**config.mk**
```make
export PLATFORM = sky130hd
export DESIGN_NAME = game_flow_ctrl
export DESIGN_NICKNAME = d
export VERILOG_FILES = /design/src/rtl/game_flow_ctrl.sv
export SDC_FILE = /design/constraint.sdc
export NUM_CORES = 1
export LEC_CHECK = 0
export CAP_MARGIN = 20
export CORE_MARGIN = 4
export CORE_UTILIZATION = 41
export CTS_BUF_LIST = sky130_fd_sc_hd__clkbuf_16
export CTS_CLUSTER_DIAMETER = 200
export DETAILED_ROUTE_END_ITERATION = 10
export GPL_TIMING_DRIVEN = 1
export PLACE_DENSITY = 0.74
export SYNTH_ARGS = -nofsm -noshare
export SYNTH_HDL_FRONTEND = slang
export SYNTH_SLANG_ARGS = --single-unit
```
**constraint.sdc**
```tcl
create_clock -name clk -period 1.6 [get_ports clk]
set_input_delay 0.48 -clock clk [delete_from_list [all_inputs] [get_ports clk]]
set_output_delay 0.48 -clock clk [all_outputs]
set_load 0.03 [all_outputs]
```
**src/rtl/game_flow_ctrl.sv**
```systemverilog
// Game-flow sequencer: song select, intro animation, play/pause/retry with lives, win/lose.
// Optional PAUSE_TIMEOUT_EN macro forces game over after PAUSE_TIMEOUT idle cycles in PAUSE.
module game_flow_ctrl #(
  parameter int unsigned                         NUM_SONGS     = 4,
  parameter int unsigned                         SONG_W        = 2,
  parameter int unsigned                         SPEED_W       = 3,
  parameter logic [NUM_SONGS*SPEED_W-1:0]        SPEED_TABLE   = {3'b010, 3'b100, 3'b101, 3'b101},
  parameter int unsigned                         DEFAULT_SONG  = 3,
  parameter int unsigned                         MAX_LIVES     = 3,
  parameter int unsigned                         LIVES_W       = 2,
  parameter int unsigned                         PAUSE_TIMEOUT = 100000000
) (
  input  logic               clk,
  input  logic               reset_out,
  input  logic               key_left,
  input  logic               key_right,
  input  logic               key_up,
  input  logic               key_check,
  input  logic               failed,
  input  logic               song_done,
  input  logic               animate_finish,
  input  logic               in_animate_area,
  output logic [2:0]         state,
  output logic [SONG_W-1:0]  song,
  output logic [SPEED_W-1:0] speed,
  output logic               play_game,
  output logic               pause,
  output logic               menu_enabled,
  output logic               tips_display,
  output logic               animate_new_signal,
  output logic               animate_pixel_disabled,
  output logic [LIVES_W-1:0] lives,
  output logic               restart
);

  typedef enum logic [2:0] {
    StStart    = 3'd0,
    StPlaying  = 3'd1,
    StGameOver = 3'd2,
    StGameWon  = 3'd3,
    StPause    = 3'd4,
    StWait     = 3'd5,
    StAnimate  = 3'd6,
    StRetry    = 3'd7
  } state_e;

  state_e             state_q, state_d;
  logic [SONG_W-1:0]  song_q, song_d;
  logic [LIVES_W-1:0] lives_q, lives_d;

  function automatic logic [SPEED_W-1:0] speed_of(input logic [SONG_W-1:0] s);
    return SPEED_TABLE[int'(s)*SPEED_W +: SPEED_W];
  endfunction

`ifdef PAUSE_TIMEOUT_EN
  localparam int unsigned CntW = (PAUSE_TIMEOUT > 1) ? $clog2(PAUSE_TIMEOUT) : 1;
  logic [CntW-1:0] cnt_q, cnt_d;
`else
  logic unused_pause_timeout;
  assign unused_pause_timeout = ^PAUSE_TIMEOUT;
`endif

  always_comb begin
    state_d = state_q;
    song_d  = song_q;
    lives_d = lives_q;
`ifdef PAUSE_TIMEOUT_EN
    cnt_d   = cnt_q;
`endif
    unique case (state_q)
      StStart: begin
        // Confirm takes priority, so a simultaneous left/right never alters the song.
        if (key_check) begin
          state_d = StAnimate;
          lives_d = LIVES_W'(MAX_LIVES);
        end else if (key_left && !key_right) begin
          song_d = (song_q == SONG_W'(NUM_SONGS - 1)) ? '0 : song_q + 1'b1;
        end else if (key_right && !key_left) begin
          song_d = (song_q == '0) ? SONG_W'(NUM_SONGS - 1) : song_q - 1'b1;
        end
      end
      StAnimate: if (animate_finish) state_d = StWait;
      StWait:    if (key_check) state_d = StPlaying;
      StPlaying: begin
        if (failed) begin
          if (lives_q > LIVES_W'(1)) begin
            lives_d = lives_q - 1'b1;
            state_d = StRetry;
          end else begin
            lives_d = '0;
            state_d = StGameOver;
          end
        end else if (song_done) begin
          state_d = StGameWon;
        end else if (key_up) begin
          state_d = StPause;
`ifdef PAUSE_TIMEOUT_EN
          cnt_d   = '0;
`endif
        end
      end
      StPause: begin
        if (key_up || key_check) begin
          state_d = StPlaying;
`ifdef PAUSE_TIMEOUT_EN
        end else if (cnt_q == CntW'(PAUSE_TIMEOUT - 1)) begin
          state_d = StGameOver;
          lives_d = '0;
        end else begin
          cnt_d = cnt_q + 1'b1;
`endif
        end
      end
      StRetry: begin
        if (key_up) state_d = StGameOver;
        else if (key_check) state_d = StPlaying;
      end
      StGameOver: if (key_up) state_d = StStart;
      StGameWon:  if (key_up || key_check) state_d = StStart;
      default:    state_d = StStart;
    endcase
  end

  // Flags are decoded from next-state so they switch on the same edge as state.
  always_ff @(posedge clk or posedge reset_out) begin
    if (reset_out) begin
      state_q                <= StStart;
      song_q                 <= SONG_W'(DEFAULT_SONG);
      lives_q                <= LIVES_W'(MAX_LIVES);
      speed                  <= speed_of(SONG_W'(DEFAULT_SONG));
      play_game              <= 1'b0;
      pause                  <= 1'b0;
      menu_enabled           <= 1'b1;
      tips_display           <= 1'b0;
      animate_new_signal     <= 1'b0;
      animate_pixel_disabled <= 1'b0;
      restart                <= 1'b0;
`ifdef PAUSE_TIMEOUT_EN
      cnt_q                  <= '0;
`endif
    end else begin
      state_q                <= state_d;
      song_q                 <= song_d;
      lives_q                <= lives_d;
      speed                  <= (state_d == StPause || state_d == StRetry) ? '0
                                                                            : speed_of(song_d);
      play_game              <= (state_d == StPlaying) || (state_d == StPause) ||
                                (state_d == StRetry);
      pause                  <= (state_d == StPause) || (state_d == StRetry);
      menu_enabled           <= (state_d == StStart);
      tips_display           <= (state_d == StPause) || (state_d == StWait) ||
                                (state_d == StRetry);
      animate_new_signal     <= (state_d == StAnimate);
      animate_pixel_disabled <= (state_d == StAnimate) && !in_animate_area;
      restart                <= ((state_q == StGameOver) || (state_q == StGameWon)) &&
                                (state_d == StStart);
`ifdef PAUSE_TIMEOUT_EN
      cnt_q                  <= cnt_d;
`endif
    end
  end

  assign state = state_q;
  assign song  = song_q;
  assign lives = lives_q;

endmodule
```
[Yosys cells after proc, flatten, opt, wreduce, memory -nomap -nowiden]
Index checks and enable logic that the tools add are counted.
Cells by class
  $add $sub $neg: 3
  multiply operators: 1
  $lt $le $gt $ge: 1
  equal/unequal tests: 15
  shift operators: 1
  mux-type cells: 23
  reductions and logical operators: 19
Operators by type and width (number)
  $mux 3: 12
  $eq 3x3->1 const B: 8
  $pmux 3 s8: 1
  $mux 2: 9
  $shiftx 12x5->3 const A: 1
  $logic_or 1x1->1: 7
  $eq 3x1->1 const B: 2
  $eq 3x2->1 const B: 2
  $logic_not 3->1: 2
  $logic_and 1x1->1: 4
  $mul 2x2->4 const B: 1
  $ne 2x2->1 const B: 2
  $pmux 2 s2: 1
  $sub 2x1->2 const B: 2
  $logic_not 1->1: 3
  $reduce_and 3->1: 1
  $add 2x1->2 const B: 1
  $eq 2x2->1 const B: 1
  $gt 2x1->1 const B: 1
  $logic_not 2->1: 1
  $reduce_bool 2->1: 1
Word-level totals
  bits in registers: 17
  bits of input ports: 10
  output and inout port bits: 17
  logic and storage cells: 74

[Depth between registers and ports, before layout]
  depth in word-level cells: 9
  depth in mapped cells: 6
  mapped depth without buffers: 6

[Least setup slack after synthesis]
Ideal clock, no wire load.
  path kind: register -> register
  start point: reg state_q[1] (netlist: state[1])
  end point: reg play_game
  library setup time: 0.118 ns
  data arrival time: 1.818 ns
  required time: 1.482 ns
  setup slack: -0.336 ns
  stages on the path, launching flop included: 7
  path buffers: 1
  clock period less this slack: 1.936 ns
  cell sequence: dfrtp_1 > buf_6 > or3b_4 > a41o_1 > a211oi_4 > nor3_4 > a21o_1
On the way
  longest elaborated chain between the ends: 7
  elaborated cells on any way between the ends: 24
  those cells by class: eq/ne: 10; mux: 11; reduce/logical: 3
RTL lines
  from (decl): RTL line 47  | state_e state_q, state_d;
  from (signal assigned): RTL line 127  | state_q <= StStart;
  from (signal assigned): RTL line 142  | state_q <= state_d;
  $mux 3: RTL line 95  | end else if (key_up) begin
  $mux 3: RTL line 93  | end else if (song_done) begin
  $mux 3: RTL line 85  | if (failed) begin
  $pmux 3 s8 *: RTL line 70  | unique case (state_q)
  $eq 3x1->1 / $eq 3x3->1 (equally long branches): RTL line 147  | play_game <= (state_d == StPlaying) || (state_d == StPause) ||
  $logic_or 1x1->1: RTL line 147
  $logic_or 1x1->1 *: RTL line 147
  to (signal assigned): RTL line 147
  to (decl): RTL line 26  | output logic play_game,
Every way passes the cells marked *; elsewhere a longest branch is shown, timed or not.
A chain may end at the register's enable or synchronous reset.

[Final worst setup path]
  start point: reg state_q[1] (netlist: state[1])
  end point: reg speed[1]
On the way
  longest elaborated chain between the ends: 7
  elaborated cells on any way between the ends: 26
  those cells by class: mul: 1; eq/ne: 9; shift: 1; mux: 13; reduce/logical: 2
RTL lines
  branches (longest 6 deep; another with $mul 2x2->4)
  $mux 3 *: RTL line 145  | speed <= (state_d == StPause || state_d == StRetry) ? '0
  to (signal assigned): RTL line 130  | speed <= speed_of(SONG_W'(DEFAULT_SONG));
  to (signal assigned): RTL line 145
  to (decl): RTL line 25  | output logic [SPEED_W-1:0] speed,
Every way passes the cells marked *.

==> metrics <==
Pleak 0.000737 µW; worst slew pin tran 0.433 ns; FF-to-FF Start state[1]; number of remaining DRC errors 0; Total GRT Usage 16.8%; status finished with violations; WS Path Type reg -> reg; initial antenna violation count 0; RSZ-0062 raised after global routing yes; Synth Net Count 105; Yosys top cell area share 29.8%; TritonCTS buffer count 3; dominant cell type by area after synthesis dfrtp_1; DR WL/cell 15.3 µm; die height 55.5 µm; Buf/Inv on CP 0; ANT cells 0; Power Internal 2020 µW; Yosys cell types 40; post-route minimum period 1.75 ns; Setup-failing EPs final 8; Clock Power Share 13.5%; depth of the worst register-to-register path 5; worst setup margin -0.148 ns; Worst-path clk slew 0.05 ns; Comb power frac 65.1%; DR iter-0 viols 12; power share of the sequential group 21.4%; sw frac 43.1%; net switching power 1530 µW; total congestion overflow 0; Crit-path slowest cell dfrtp_2; cts hold-fix bufs 0; Max Slew Vio Count 0; TritonCTS clock tree yes; CP top delay family simple AND/OR/NAND/NOR gates; pin count of the biggest net entering global routing 18; max-cap check violation count 0; Final Wtd Congestion 0.762; top cells by area, synth dfrtp_1, dfstp_2, a21oi_1; Post-DP Area 1360 µm²; vias in the first global route 967; Max FO, Critical Path 5; Crit path largest cell delay 0.43 ns; setup tns final -0.500 ns; clk buf depth 2; port bufs 26; violated checks setup timing; Core ar. 2040 µm²; Vias/cell 5.35; Clock Sink Count 17; Initial Util 45.3%; FP Rows 16; design area 1550 µm²; Root Driver clkbuf_16; layout cells sized above 1 50.0%; Die Area 3080 µm²; num ports 27; Detailed Place HPWL 1.76 mm; Tot Pwr 3550 µW; Post-synth EDFFs 0; R2R Path End speed[1]; crit path launch type flip-flop; Slew headroom 70.8%; Setup Skew 0.00379 ns; area of the mapped netlist 925 µm²; Skew-Pair Late Insertion Delay 0.24 ns; Worst Path Arrival 1.92 ns; Syn. warnings 0; Layout area overhead 68.1%; first-pass GRT wire length 4.20 mm; antenna-violating nets left 0; routed vias 947; main flop type after synthesis dfrtp_1; Worst Path Required 1.78 ns; DR pass1 iterations 2; WL final 2.70 mm; VDD IR-drop max 1.54 mV; Layout Nets 163; Seq/Total Area, Yosys 46.8%; syn_area_per_cell 9.94 µm²; Post-Place Setup Slack -0.738 ns; #FFs+latches synth 17; Worst R2R Setup Slack -0.15 ns; CP cell instances or3b_4, a41o_1, o211a_4, nor3_4, and3b_1; CP endpoint kind flip-flop; Die W 55.5 µm; Post-synth ARST share 100%; Worst Hold Class in -> async; Final Hold Viols 0; P per Cell Area 2280 nW/µm²; Clock H-tree levels 1; CP Depth 5; Final period util 109%; Peak Freq 572 MHz; Post-Syn Instances 93
==> synth_stat cells (2+ instances only) <==
cell type / instances
nor2b_1: 2
clkbuf_1: 2
dfrtp_1: 11
a21oi_1: 8
dfstp_2: 6
nor2_1: 9
nand2_1: 4
a31oi_1: 2
inv_1: 7
ha_1: 2
o21ai_0: 6
nor3_1: 6
==> cells by family after synthesis <==
family | count (synthesis) | synth area share, %
AND/OR/NAND/NOR | 33 | 20.7
AO/OA/AOI/OAI | 30 | 24.4
flip-flops | 17 | 46.8
buffers and inverters | 11 | 5.41
adder cells (fa/ha/maj) | 2 | 2.71
==> flip-flops by register name, summed over array words and instances (netlist names), 2 cells and up <==
| name | count |
|---|---|
| speed | 3 |
| state | 3 |
| song | 2 |
| lives | 2 |
==> what timing repair did <==
item	CTS	global route
buffers inserted	5	3
gates cloned	0	0
gates resized for setup	33	13
endpoints found under the setup margin	22	11
pin swaps	12	9
hold endpoints to repair	0	0
==> how the worst max path moves through the flow <==
stage | start | to
after floorplan | state[1] | speed[1]
after global placement | key_up | play_game
after detailed placement | failed | speed[1]
after CTS | state[1] | speed[1]
after global routing | state[1] | speed[1]
final | state[1] | speed[1]
==> worst reg2reg max path: stages, from the launching register on <==
cell and delay, ns:
dfrtp_2 0.43, or3b_4 0.39, a41o_1 0.24, o211a_4 0.17, nor3_4 0.24, and3b_1 0.21
==> routing by layer <==
layer / GRT usage (%) / wire (µm) / vias up
met5: 0 / 0 / -
met4: 3.13 / 26 / 0
met3: 5.13 / 94 / 4
met2: 30.2 / 1430 / 19
met1: 19.6 / 1150 / 467
li1: - / - / 457
==> area by class of cell <==
class	count	area (µm²)
fillers	150	488
clock inverters	1	3.75
flip-flops and latches	17	435
well taps	27	33.8
multi-input cells	65	523
clock buffers	3	75.1
inverters	7	26.3
repair buffers	57	457
==> power groups by stage <==
| stage | registers (µW) | logic, µW | clock network [µW] |
|---|---|---|---|
| after floorplan | 1150 | 836 | 0 |
| after global placement | 758 | 1940 | 0 |
| after detailed placement | 765 | 1990 | 0 |
| after CTS | 759 | 2170 | 485 |
| after global routing | 782 | 2470 | 509 |
| final | 758 | 2310 | 480 |
==> placed cells by master (no fill, tap or decap), drive strengths merged, types with 2 or more instances in the layout <==
cell type / count
o21ai: 6
clkdlybuf4s50: 4
ha: 2
clkbuf: 6
dlygate4sd2: 9
nor3: 7
buf: 41
inv: 8
or3b: 2
a31oi: 2
dfrtp: 11
dfstp: 6
nand2: 4
a21oi: 8
nor2b: 2
nor2: 9
==> per-stage QoR <==
| stage | cells | utilization [%] | hold slack, ns |
|---|---|---|---|
| after floorplan | 93 | - | 0.402 |
| after global placement | 166 | 66.7 | 0.571 |
| after detailed placement | 166 | 66.7 | 0.591 |
| after CTS | 175 | 74.1 | 0.547 |
| after global routing | 177 | 76.1 | 0.557 |
| final | 177 | 76.1 | 0.536 |
Note: power is estimated with default switching activity, not from simulation.
